<file path="src/rtl/spi_cmd_pkg.sv">
// Shared types and constants for the SPI command controller.
package spi_cmd_pkg;

  localparam int unsigned ADDR_W = 6;
  localparam int unsigned DATA_W = 8;
  localparam int unsigned WORD_W = 16;
  // Enough bits to count WORD_W shifts modulo WORD_W.
  localparam int unsigned CNT_W  = 4;

  typedef enum logic [1:0] {
    OP_NOP    = 2'b00,
    OP_WRITE  = 2'b01,
    OP_STROBE = 2'b10,
    OP_CLEAR  = 2'b11
  } opcode_e;

  typedef struct packed {
    opcode_e             opcode;
    logic [ADDR_W-1:0]   addr;
    logic [DATA_W-1:0]   data;
  } cmd_word_t;

  typedef enum logic {
    FR_IDLE  = 1'b0,
    FR_SHIFT = 1'b1
  } frame_state_e;

  // Address reported on reg_wr_addr for a register-file clear.
  localparam logic [ADDR_W-1:0] CLEAR_ADDR = 6'h3F;

endpackage

</file>
<file path="src/rtl/spi_word_framer.sv">
// Frames 16-bit SPI words: arming after reset, bit counting, capture/execute
// pipeline and partial-frame detection.
module spi_word_framer
  import spi_cmd_pkg::*;
(
  input  logic              clk,
  input  logic              reset,
  input  logic              spi_ncs,
  input  logic              err_clr,
  input  logic [WORD_W-1:0] sr_q,
  output logic              sr_enable,
  output logic              word_valid,
  output cmd_word_t         word,
  output logic              err_frame
);

  frame_state_e      state_q, state_d;
  logic              armed_q, armed_d;
  logic [CNT_W-1:0]  bit_cnt_q, bit_cnt_d;
  logic              cap_q, cap_d;
  logic              exe_q, exe_d;
  cmd_word_t         word_q, word_d;
  logic              err_frame_q, err_frame_d;
  logic              frame_abort;

  // Shifting is only allowed once the framer has seen ncs high since reset.
  assign sr_enable = armed_q & ~spi_ncs;

  // Next-state: arm, count bits, launch capture/execute, detect aborted frames.
  always_comb begin
    state_d     = state_q;
    armed_d     = armed_q;
    bit_cnt_d   = bit_cnt_q;
    cap_d       = 1'b0;
    exe_d       = cap_q;
    word_d      = word_q;
    err_frame_d = err_frame_q;
    frame_abort = 1'b0;

    if (spi_ncs) begin
      armed_d = 1'b1;
    end

    state_d = sr_enable ? FR_SHIFT : FR_IDLE;

    if (sr_enable) begin
      bit_cnt_d = bit_cnt_q + CNT_W'(1);
      cap_d     = (bit_cnt_q == CNT_W'(WORD_W - 1));
    end else if ((state_q == FR_SHIFT) && spi_ncs && (bit_cnt_q != '0)) begin
      frame_abort = 1'b1;
      bit_cnt_d   = '0;
    end

    // sr_q moves on the next shift, so grab it the edge after the 16th bit.
    if (cap_q) begin
      word_d = cmd_word_t'(sr_q);
    end

    // A new framing error beats a simultaneous clear.
    if (err_clr) begin
      err_frame_d = 1'b0;
    end
    if (frame_abort) begin
      err_frame_d = 1'b1;
    end
  end

  // State register with synchronous reset.
  always_ff @(posedge clk) begin
    if (reset) begin
      state_q     <= FR_IDLE;
      armed_q     <= 1'b0;
      bit_cnt_q   <= '0;
      cap_q       <= 1'b0;
      exe_q       <= 1'b0;
      word_q      <= '0;
      err_frame_q <= 1'b0;
    end else begin
      state_q     <= state_d;
      armed_q     <= armed_d;
      bit_cnt_q   <= bit_cnt_d;
      cap_q       <= cap_d;
      exe_q       <= exe_d;
      word_q      <= word_d;
      err_frame_q <= err_frame_d;
    end
  end

  assign word_valid = exe_q;
  assign word       = word_q;
  assign err_frame  = err_frame_q;

endmodule

</file>
<file path="src/rtl/spi_cmd_ctrl.sv">
// SPI command controller: frames words from the shift register and decodes
// them into register writes, strobes and register-file clears.
module spi_cmd_ctrl #(
  parameter int unsigned NUM_REGS = 16,
  parameter int unsigned WORD_W   = 16
) (
  input  logic                              clk,
  input  logic                              reset,
  input  logic                              spi_ncs,
  output logic                              sr_enable,
  input  logic [WORD_W-1:0]                 sr_q,
  output logic [NUM_REGS*8-1:0]             reg_data,
  output logic                              reg_wr_stb,
  output logic [spi_cmd_pkg::ADDR_W-1:0]    reg_wr_addr,
  output logic [NUM_REGS-1:0]               cmd_pulse,
  output logic [15:0]                       word_cnt,
  output logic                              err_addr,
  output logic                              err_frame,
  input  logic                              err_clr
);

  import spi_cmd_pkg::*;

  logic               word_valid;
  cmd_word_t          word;
  logic               addr_ok;
  logic               addr_err;

  logic [DATA_W-1:0]  regs_q [NUM_REGS];
  logic [DATA_W-1:0]  regs_d [NUM_REGS];
  logic               reg_wr_stb_q, reg_wr_stb_d;
  logic [ADDR_W-1:0]  reg_wr_addr_q, reg_wr_addr_d;
  logic [NUM_REGS-1:0] cmd_pulse_q, cmd_pulse_d;
  logic [15:0]        word_cnt_q, word_cnt_d;
  logic               err_addr_q, err_addr_d;

  spi_word_framer u_framer (
    .clk        (clk),
    .reset      (reset),
    .spi_ncs    (spi_ncs),
    .err_clr    (err_clr),
    .sr_q       (sr_q),
    .sr_enable  (sr_enable),
    .word_valid (word_valid),
    .word       (word),
    .err_frame  (err_frame)
  );

  assign addr_ok = (32'(word.addr) < NUM_REGS);

  // Decode an executed word into register-file and command updates.
  always_comb begin
    regs_d        = regs_q;
    reg_wr_stb_d  = 1'b0;
    reg_wr_addr_d = reg_wr_addr_q;
    cmd_pulse_d   = '0;
    word_cnt_d    = word_cnt_q;
    err_addr_d    = err_addr_q;
    addr_err      = 1'b0;

    if (word_valid) begin
      word_cnt_d = word_cnt_q + 16'd1;
      unique case (word.opcode)
        OP_NOP: ;
        OP_WRITE: begin
          if (addr_ok) begin
            for (int unsigned i = 0; i < NUM_REGS; i++) begin
              if (ADDR_W'(i) == word.addr) begin
                regs_d[i] = word.data;
              end
            end
            reg_wr_stb_d  = 1'b1;
            reg_wr_addr_d = word.addr;
          end else begin
            addr_err = 1'b1;
          end
        end
        OP_STROBE: begin
          if (addr_ok) begin
            for (int unsigned i = 0; i < NUM_REGS; i++) begin
              if (ADDR_W'(i) == word.addr) begin
                cmd_pulse_d[i] = 1'b1;
              end
            end
          end else begin
            addr_err = 1'b1;
          end
        end
        OP_CLEAR: begin
          for (int unsigned i = 0; i < NUM_REGS; i++) begin
            regs_d[i] = '0;
          end
          reg_wr_stb_d  = 1'b1;
          reg_wr_addr_d = CLEAR_ADDR;
        end
        default: ;
      endcase
    end

    // A new address error beats a simultaneous clear.
    if (err_clr) begin
      err_addr_d = 1'b0;
    end
    if (addr_err) begin
      err_addr_d = 1'b1;
    end
  end

  // Output and register-file flops with synchronous reset.
  always_ff @(posedge clk) begin
    if (reset) begin
      for (int unsigned i = 0; i < NUM_REGS; i++) begin
        regs_q[i] <= '0;
      end
      reg_wr_stb_q  <= 1'b0;
      reg_wr_addr_q <= '0;
      cmd_pulse_q   <= '0;
      word_cnt_q    <= '0;
      err_addr_q    <= 1'b0;
    end else begin
      regs_q        <= regs_d;
      reg_wr_stb_q  <= reg_wr_stb_d;
      reg_wr_addr_q <= reg_wr_addr_d;
      cmd_pulse_q   <= cmd_pulse_d;
      word_cnt_q    <= word_cnt_d;
      err_addr_q    <= err_addr_d;
    end
  end

  // Flatten the register file, reg i at [8i+7:8i].
  always_comb begin
    reg_data = '0;
    for (int unsigned i = 0; i < NUM_REGS; i++) begin
      reg_data[8*i +: 8] = regs_q[i];
    end
  end

  assign reg_wr_stb  = reg_wr_stb_q;
  assign reg_wr_addr = reg_wr_addr_q;
  assign cmd_pulse   = cmd_pulse_q;
  assign word_cnt    = word_cnt_q;
  assign err_addr    = err_addr_q;

endmodule

</file>
<file path="config.mk">
export PLATFORM = sky130hd
export DESIGN_NAME = spi_cmd_ctrl
export DESIGN_NICKNAME = d
export VERILOG_FILES = /design/src/rtl/spi_cmd_pkg.sv /design/src/rtl/spi_word_framer.sv /design/src/rtl/spi_cmd_ctrl.sv
export SDC_FILE = /design/constraint.sdc
export NUM_CORES = 1
export LEC_CHECK = 0
export BUFFER_PORTS_ARGS = -buffer_cell sky130_fd_sc_hd__buf_2
export CELL_PAD_IN_SITES_DETAIL_PLACEMENT = 0
export CELL_PAD_IN_SITES_GLOBAL_PLACEMENT = 1
export CORE_ASPECT_RATIO = 1.2
export CORE_MARGIN = 1
export CORE_UTILIZATION = 43
export CTS_CLUSTER_DIAMETER = 40
export DETAILED_ROUTE_END_ITERATION = 6
export PLACE_DENSITY_LB_ADDON = 0.1
export SKIP_CTS_REPAIR_TIMING = 1
export SLEW_MARGIN = 20
export SYNTH_ARGS = -nofsm -noshare
export SYNTH_HDL_FRONTEND = slang
export SYNTH_HIERARCHICAL = 1
export SYNTH_SLANG_ARGS = --single-unit
</file>
<file path="constraint.sdc">
create_clock -name clk -period 2.89 [get_ports clk]
set_input_delay 0.578 -clock clk [delete_from_list [all_inputs] [get_ports clk]]
set_output_delay 0.578 -clock clk [all_outputs]
set_load 0.02 [all_outputs]
</file>
==> flow_summary.toml, run 1 <==
[status]
status = "completed"

[grt]
grt_use_total_pct = 22.42
antenna_found_initial = 0
grt_pass1_vias = 5654
grt_pass1_wl_microns = 29860
grt-ovfl-total = 0
grt_max_degree = 75

[floorplanning]
initial_core_util_pct = 44.38
die_w_microns = 120.5
dieHeight_microns = 144.2
io_pins = 190
dieArea_sq_um = 17380
core_sq_um = 16340
fp-row-count = 51

[clock_tree]
clk_latency_ps = 430
cts_buffers = 17
root_buffer = "clkbuf_16"
cts_tree = "built"
clk_pin_slew_ps = 70
clock_path_buffers = 2
htreeDepth = 4
cts.sinks = 193

[routing]
routedWlPerCell_microns = 17.42
drc = 0
routed_wl_microns = 19320
vias = 5893
detail-route-antenna-nets = 0
vias_per_cell = 5.314
drt-initial-drc-count = 343
firstDrtPassIters = 4

[worst_hold_path]
worstHoldStart = "sr_q[9]"
hold_path_class = "in2reg"
hold_path_depth = 3
hold-path-endpoint = "u_framer/word[9]"

[place]
dpl-instance-area_sq_um = 8267
place_congestion = 0.7498
hpwl_microns = 13460
placed_cells = 1077
io_buffers = 189

[final_layout]
diodes = 0
stdcell_area_sq_um = 8895
layout-drive-gt1-share_pct = 29.77
layout_common_cells = "dfxtp_1 (193), buf_2 (188), inv_1 (112)"
layout.nets = 910
area_growth_pct = 22.70
final_cells = 1109
final_common_cell = "dfxtp_1"

[logic_synthesis]
async_flop_share_pct = 0
synth_compound_area_share_pct = 19.81
syn-cell-area_sq_um = 7249
ys_ff_latch = 193
yosys_warnings = 6
synth-xor-area-share_pct = 1.329
synth_top_family_by_area = "compound AO/OA/AOI/OAI gates"
postSynthCellCount = 712
synthSimpleGateAreaFrac_pct = 12.43
seq_area_frac_synth_pct = 53.30
syn_area_per_cell_sq_um = 10.18
synth_edf_count = 0
synthMuxAreaShare_pct = 2.503
synth_fa_ha_area_share_pct = 1.036
synth_ff_type = "dfxtp_1"
synth.distinct_cells = 57
synth_nets = 738

[setup_path]
worst_path_dominant_cell_family = "compound AO/OA/AOI/OAI gates"
crit_path_cell_trace = "inv_1 -> ha_1 -> buf_4 -> nor2b_1 -> o21a_1 -> o22ai_1 -> o2bb2ai_1"
crit_path_end_kind = "flip-flop"
crit_path_start_kind = "flip-flop"
path_buf_inv = 2
timing.rr.end = "reg_data[64]"
worstPathRequired_ps = 3180
crit_arrival_ps = 2510
reg2reg_depth = 7
crit-reg2reg-launch = "u_framer/word[15]"
cp.depth = 7
path_max_fanout = 18
regToRegSetupSlack_ps = 670
crit_slowest_cell = "o21a_1"
crit_start = "u_framer/word[15]"
max_stage_delay_ps = 460
crit_type = "reg2reg"

[timing]
period_minus_slack_ps = 2221
setup_viol_count_final = 0
clock.fmax_mhz = 450.2
slew_violations = 0
finalHoldViolCount = 0
slew_headroom_pct = 36.04
fin_skew_ps = 8.075
worst_hold_slack_ps = 381.9
rsz0062_at_grt = "false"
setup_tns_ps = 0
tightest_slew_ps = 958.1
fin_crit_sh_pct = 76.87

[power_and_ir_drop]
p_sw_share_pct = 20.50
total_power_mw = 5.231
ir_worst_vdd_uv = 293.3
p_sw_mw = 1.072
pwr-share-comb_pct = 1.4
p_int_mw = 4.159
leakage_nw = 3.628
powerDensity_nw_per_um2 = 588.1
clock_power_share_pct = 47.7
p_seq_share_pct = 50.9

[job]
maxCapViolations = 0
[state kept, by name, summed over array words and instances (netlist names)]
name	flops
reg_data	128
cmd_pulse	16
u_framer/word	16
word_cnt	16
reg_wr_addr	6
u_framer/bit_cnt_q	4
err_addr	1
reg_wr_stb	1
u_framer/armed_q	1
u_framer/cap_q	1
u_framer/err_frame	1
u_framer/state_q	1
u_framer/word_valid	1
[worst register-to-register path: stages (launching register included)]
cell and delay (ps):
dfxtp_1 390, inv_1 60, ha_1 200, buf_4 190
nor2b_1 190, o21a_1 460, o22ai_1 370, o2bb2ai_1 220
[power by group through the flow]
stage	clock network [mW]	registers, mW	logic, mW
3_3_place_gp	0	2.73	0.0710
2_1_floorplan	0	2.72	0.0462
5_1_grt	2.66	2.66	0.0802
6_report	2.49	2.66	0.0735
3_5_place_dp	0	2.73	0.0734
4_1_cts	2.54	2.66	0.0735
[layer usage]
layer | part of all wire [%] | global-route usage [%] | vias up
met3 | 5.5 | 4.929 | 22
met5 | 0 | 0 | -
met4 | 1.3 | 7.083 | 0
met2 | 52 | 40.90 | 164
li1 | - | - | 2874
met1 | 41 | 26.00 | 2833
[worst max-delay path by stage]
stage	end	slack, ps
after detailed placement	reg_data[6]	630
final	reg_data[64]	670
after global routing	reg_data[70]	480
after global placement	reg_data[6]	720
after CTS	reg_data[67]	640
after floorplan	reg_data[72]	1140
[Yosys cell counts (11+ instances only)]
cell       count  share of area, %
mux2i_1       17               2.3
nand2_1       19              0.98
a21boi_2      11               1.7
o32ai_1      104                13
inv_1        112               5.8
nor2_1        58               3.0
clkbuf_1      20               1.0
o2bb2ai_1     24               2.9
dfxtp_1      193                53
[cell families (layout without fill, tap and decap cells)]
logic type	Yosys count	in the layout
adder cells (fa/ha/maj)	6	6
flip-flops	193	193
buffers and inverters	159	344
XOR/XNOR	11	11
multiplexers	18	18
AO/OA/AOI/OAI	168	168
AND/OR/NAND/NOR	157	157
[area by class of cell]
class	count	area, sq um
Clock inverter	12	181.4
Timing Repair Buffer	199	1023
Multi-Input combinational cell	360	2690
Tap cell	212	265.3
Inverter	113	424.2
Clock buffer	20	446.7
Sequential cell	193	3864
Fill cell	1545	7441
[through the flow]
step                setup slack, ps  utilization, %
finish                        668.5           54.45
global placement              718.2           50.61
global route                  475.8           54.45
CTS                           643.5           54.45
detailed placement            629.3           50.61
floorplan                      1136               -
No activity file was read; power rests on OpenSTA's default activity.
==> run 2: changes to the inputs <==
--- a/config.mk
+++ b/config.mk
@@ -5,12 +5,13 @@
 export SDC_FILE = /design/constraint.sdc
 export NUM_CORES = 1
 export LEC_CHECK = 0
+export ABC_AREA = 1
 export BUFFER_PORTS_ARGS = -buffer_cell sky130_fd_sc_hd__buf_2
 export CELL_PAD_IN_SITES_DETAIL_PLACEMENT = 0
 export CELL_PAD_IN_SITES_GLOBAL_PLACEMENT = 1
 export CORE_ASPECT_RATIO = 1.2
 export CORE_MARGIN = 1
-export CORE_UTILIZATION = 43
+export CORE_UTILIZATION = 34
 export CTS_CLUSTER_DIAMETER = 40
 export DETAILED_ROUTE_END_ITERATION = 6
 export PLACE_DENSITY_LB_ADDON = 0.1
==> constraint.sdc (replaced) <==
create_clock -name clk -period 1.9 [get_ports clk]
set_input_delay 0.38 -clock clk [delete_from_list [all_inputs] [get_ports clk]]
set_output_delay 0.38 -clock clk [all_outputs]
set_load 0.02 [all_outputs]
==> run 2 against run 1 <==
Synthesized cell count increased by 42%; sequential share of layout area decreased by 2.4 points; largest power group unchanged; maximum frequency increased by 25%; total power increased by 52%; critical path type unchanged; global-route usage decreased by 2.2 points.
==> flow_summary.toml, run 2 <==
[logic_synthesis]
syn-cell-area_sq_um = 7438
synthTopCellsByCount = "nor2_1 (317), dfxtp_1 (193), nand2_1 (151), nand3_1 (93), o21ai_0 (84)"
synth_most_common_cell = "nor2_1"
async_flop_share_pct = 0
synth.distinct_cells = 28
synthTopCellsByArea = "dfxtp_1 (52%), nor2_1 (16%), nand2_1 (7.6%), nand3_1 (6.3%), o21ai_0 (5.7%)"
syn_area_per_cell_sq_um = 7.343
postSynthCellCount = 1013
synth_ff_type = "dfxtp_1"
ys_ff_latch = 193
synth_top_area_share_pct = 51.94
synth_edf_count = 0
yosys_warnings = 6
seq_area_frac_synth_pct = 51.94
synth_area_leader_cell = "dfxtp_1"
synth_nets = 1039

[clock_tree]
cts.sinks = 193
cts_buffers = 17
clock_path_buffers = 2
root_buffer = "clkbuf_16"
clk_pin_slew_ps = 80
cts_tree = "built"
htreeDepth = 4
clk_latency_ps = 430

[grt]
antenna_found_initial = 0
grt_pass1_wl_microns = 34960
grt_max_degree = 72
grt-ovfl-total = 0
grt_use_total_pct = 20.27
grt_pass1_vias = 6399

[routing]
detail-route-antenna-nets = 0
firstDrtPassIters = 4
drt-initial-drc-count = 359
routedWlPerCell_microns = 15.06
drc = 0
vias = 6928
routed_wl_microns = 22480
vias_per_cell = 4.643

[timing]
slew_violations = 0
slew_headroom_pct = 68.07
setup_viol_count_final = 0
rsz0062_at_grt = "true"
setup_tns_ps = 0
finalHoldViolCount = 0
tightest_slew_ps = 477.6
fin_crit_sh_pct = 93.76
clock.fmax_mhz = 561.4
fin_skew_ps = 12.10
period_minus_slack_ps = 1781

[floorplanning]
die_w_microns = 137.0
dieHeight_microns = 164.0
dieArea_sq_um = 22480
fp-row-count = 58
initial_core_util_pct = 35.10
io_pins = 190
core_sq_um = 21190

[final_layout]
fin_util_pct = 44.38
layout_common_cells = "nor2_1 (317), dfxtp_1 (193), buf_2 (189)"
final_common_cell = "nor2_1"
largest_reg_flops = 128
layout.nets = 1235
area_growth_pct = 26.44
layout-drive-gt1-share_pct = 22.83
fill_cells = 2305
diodes = 0

[setup_path]
crit_arrival_ps = 2160
path_max_fanout = 9
crit_path_start_kind = "flip-flop"
worstPathRequired_ps = 2270
crit_type = "reg2reg"
crit_path_end_kind = "flip-flop"

[place]
hpwl_microns = 15650
place_congestion = 0.7656
io_buffers = 189

[power_and_ir_drop]
leakage_nw = 4.394
powerDensity_nw_per_um2 = 846.2
ir_worst_vdd_uv = 593.4
total_power_mw = 7.959

[status]
status = "completed"

[worst_hold_path]
hold_path_class = "in2reg"

[job]
maxCapViolations = 0
[run 2: layout make-up]
| type | count | area (sq um) | area share (%) |
|---|---|---|---|
| Multi-Input combinational cell | 724 | 3157 | 33.56 |
| Sequential cell | 193 | 3864 | 41.08 |
| Tap cell | 270 | 337.8 | 3.592 |
| Clock buffer | 19 | 442.9 | 4.709 |
| Timing Repair Buffer | 216 | 1216 | 12.93 |
| Clock inverter | 13 | 172.7 | 1.836 |
| Inverter | 57 | 215.2 | 2.288 |
[run 2: logic make-up after synthesis]
group | after synthesis | synth area share [%]
buffers and inverters | 96 | 5.719
adder cells (fa/ha/maj) | 6 | 1.009
AO/OA/AOI/OAI | 130 | 9.167
AND/OR/NAND/NOR | 587 | 32.04
flip-flops | 193 | 51.94
XOR/XNOR | 1 | 0.1178
[run 2: report_power, final]
part	total [mW]	switching, mW	internal (mW)
Clock	3.74	1.70	2.03
Sequential	4.05	0.00300	4.04
Combinational	0.174	0.112	0.0620
Total	7.96	1.82	6.14
[run 2: worst paths after layout]
path / to / start / depth (start not counted) / slack, ps
hold / removal: u_framer/word[12] / sr_q[12] / 3 / 180
hold reg to reg: reg_data[12] / reg_data[12] / 2 / 460
setup / recovery: reg_data[45] / u_framer/word[15] / 9 / 120
setup reg to reg: reg_data[45] / u_framer/word[15] / 9 / 120
[run 2: metal layers]
metal | vias to the layer above | routed length, microns | GRT usage, %
met2 | 167 | 10240 | 32.28
li1 | 3624 | - | -
met3 | 9 | 1100 | 4.321
met4 | 0 | 125 | 4.695
met5 | - | 0 | 0
met1 | 3128 | 11010 | 27.81
[run 2: through the flow]
| stage | area [sq um] | setup slack, ps | instances | hold slack [ps] |
|---|---|---|---|---|
| after floorplan | 7438 | 334.3 | 1013 | 437.9 |
| after global placement | 8750 | 116.4 | 1458 | 449.9 |
| after detailed placement | 8750 | 56.98 | 1458 | 453.8 |
| after CTS | 9365 | 34.78 | 1490 | 157.7 |
| after global routing | 9405 | -57.50 | 1492 | 169.3 |
| final | 9405 | 118.6 | 1492 | 175.8 |
[run 2: critical path, stage by stage (launching register included)]
cell,delay (ps)
dfxtp_1,380
inv_1,60
ha_1,210
inv_1,80
nand2_2,70
nand2_1,70
nand2_1,230
a21oi_2,440
nor2_1,70
nor2_1,100
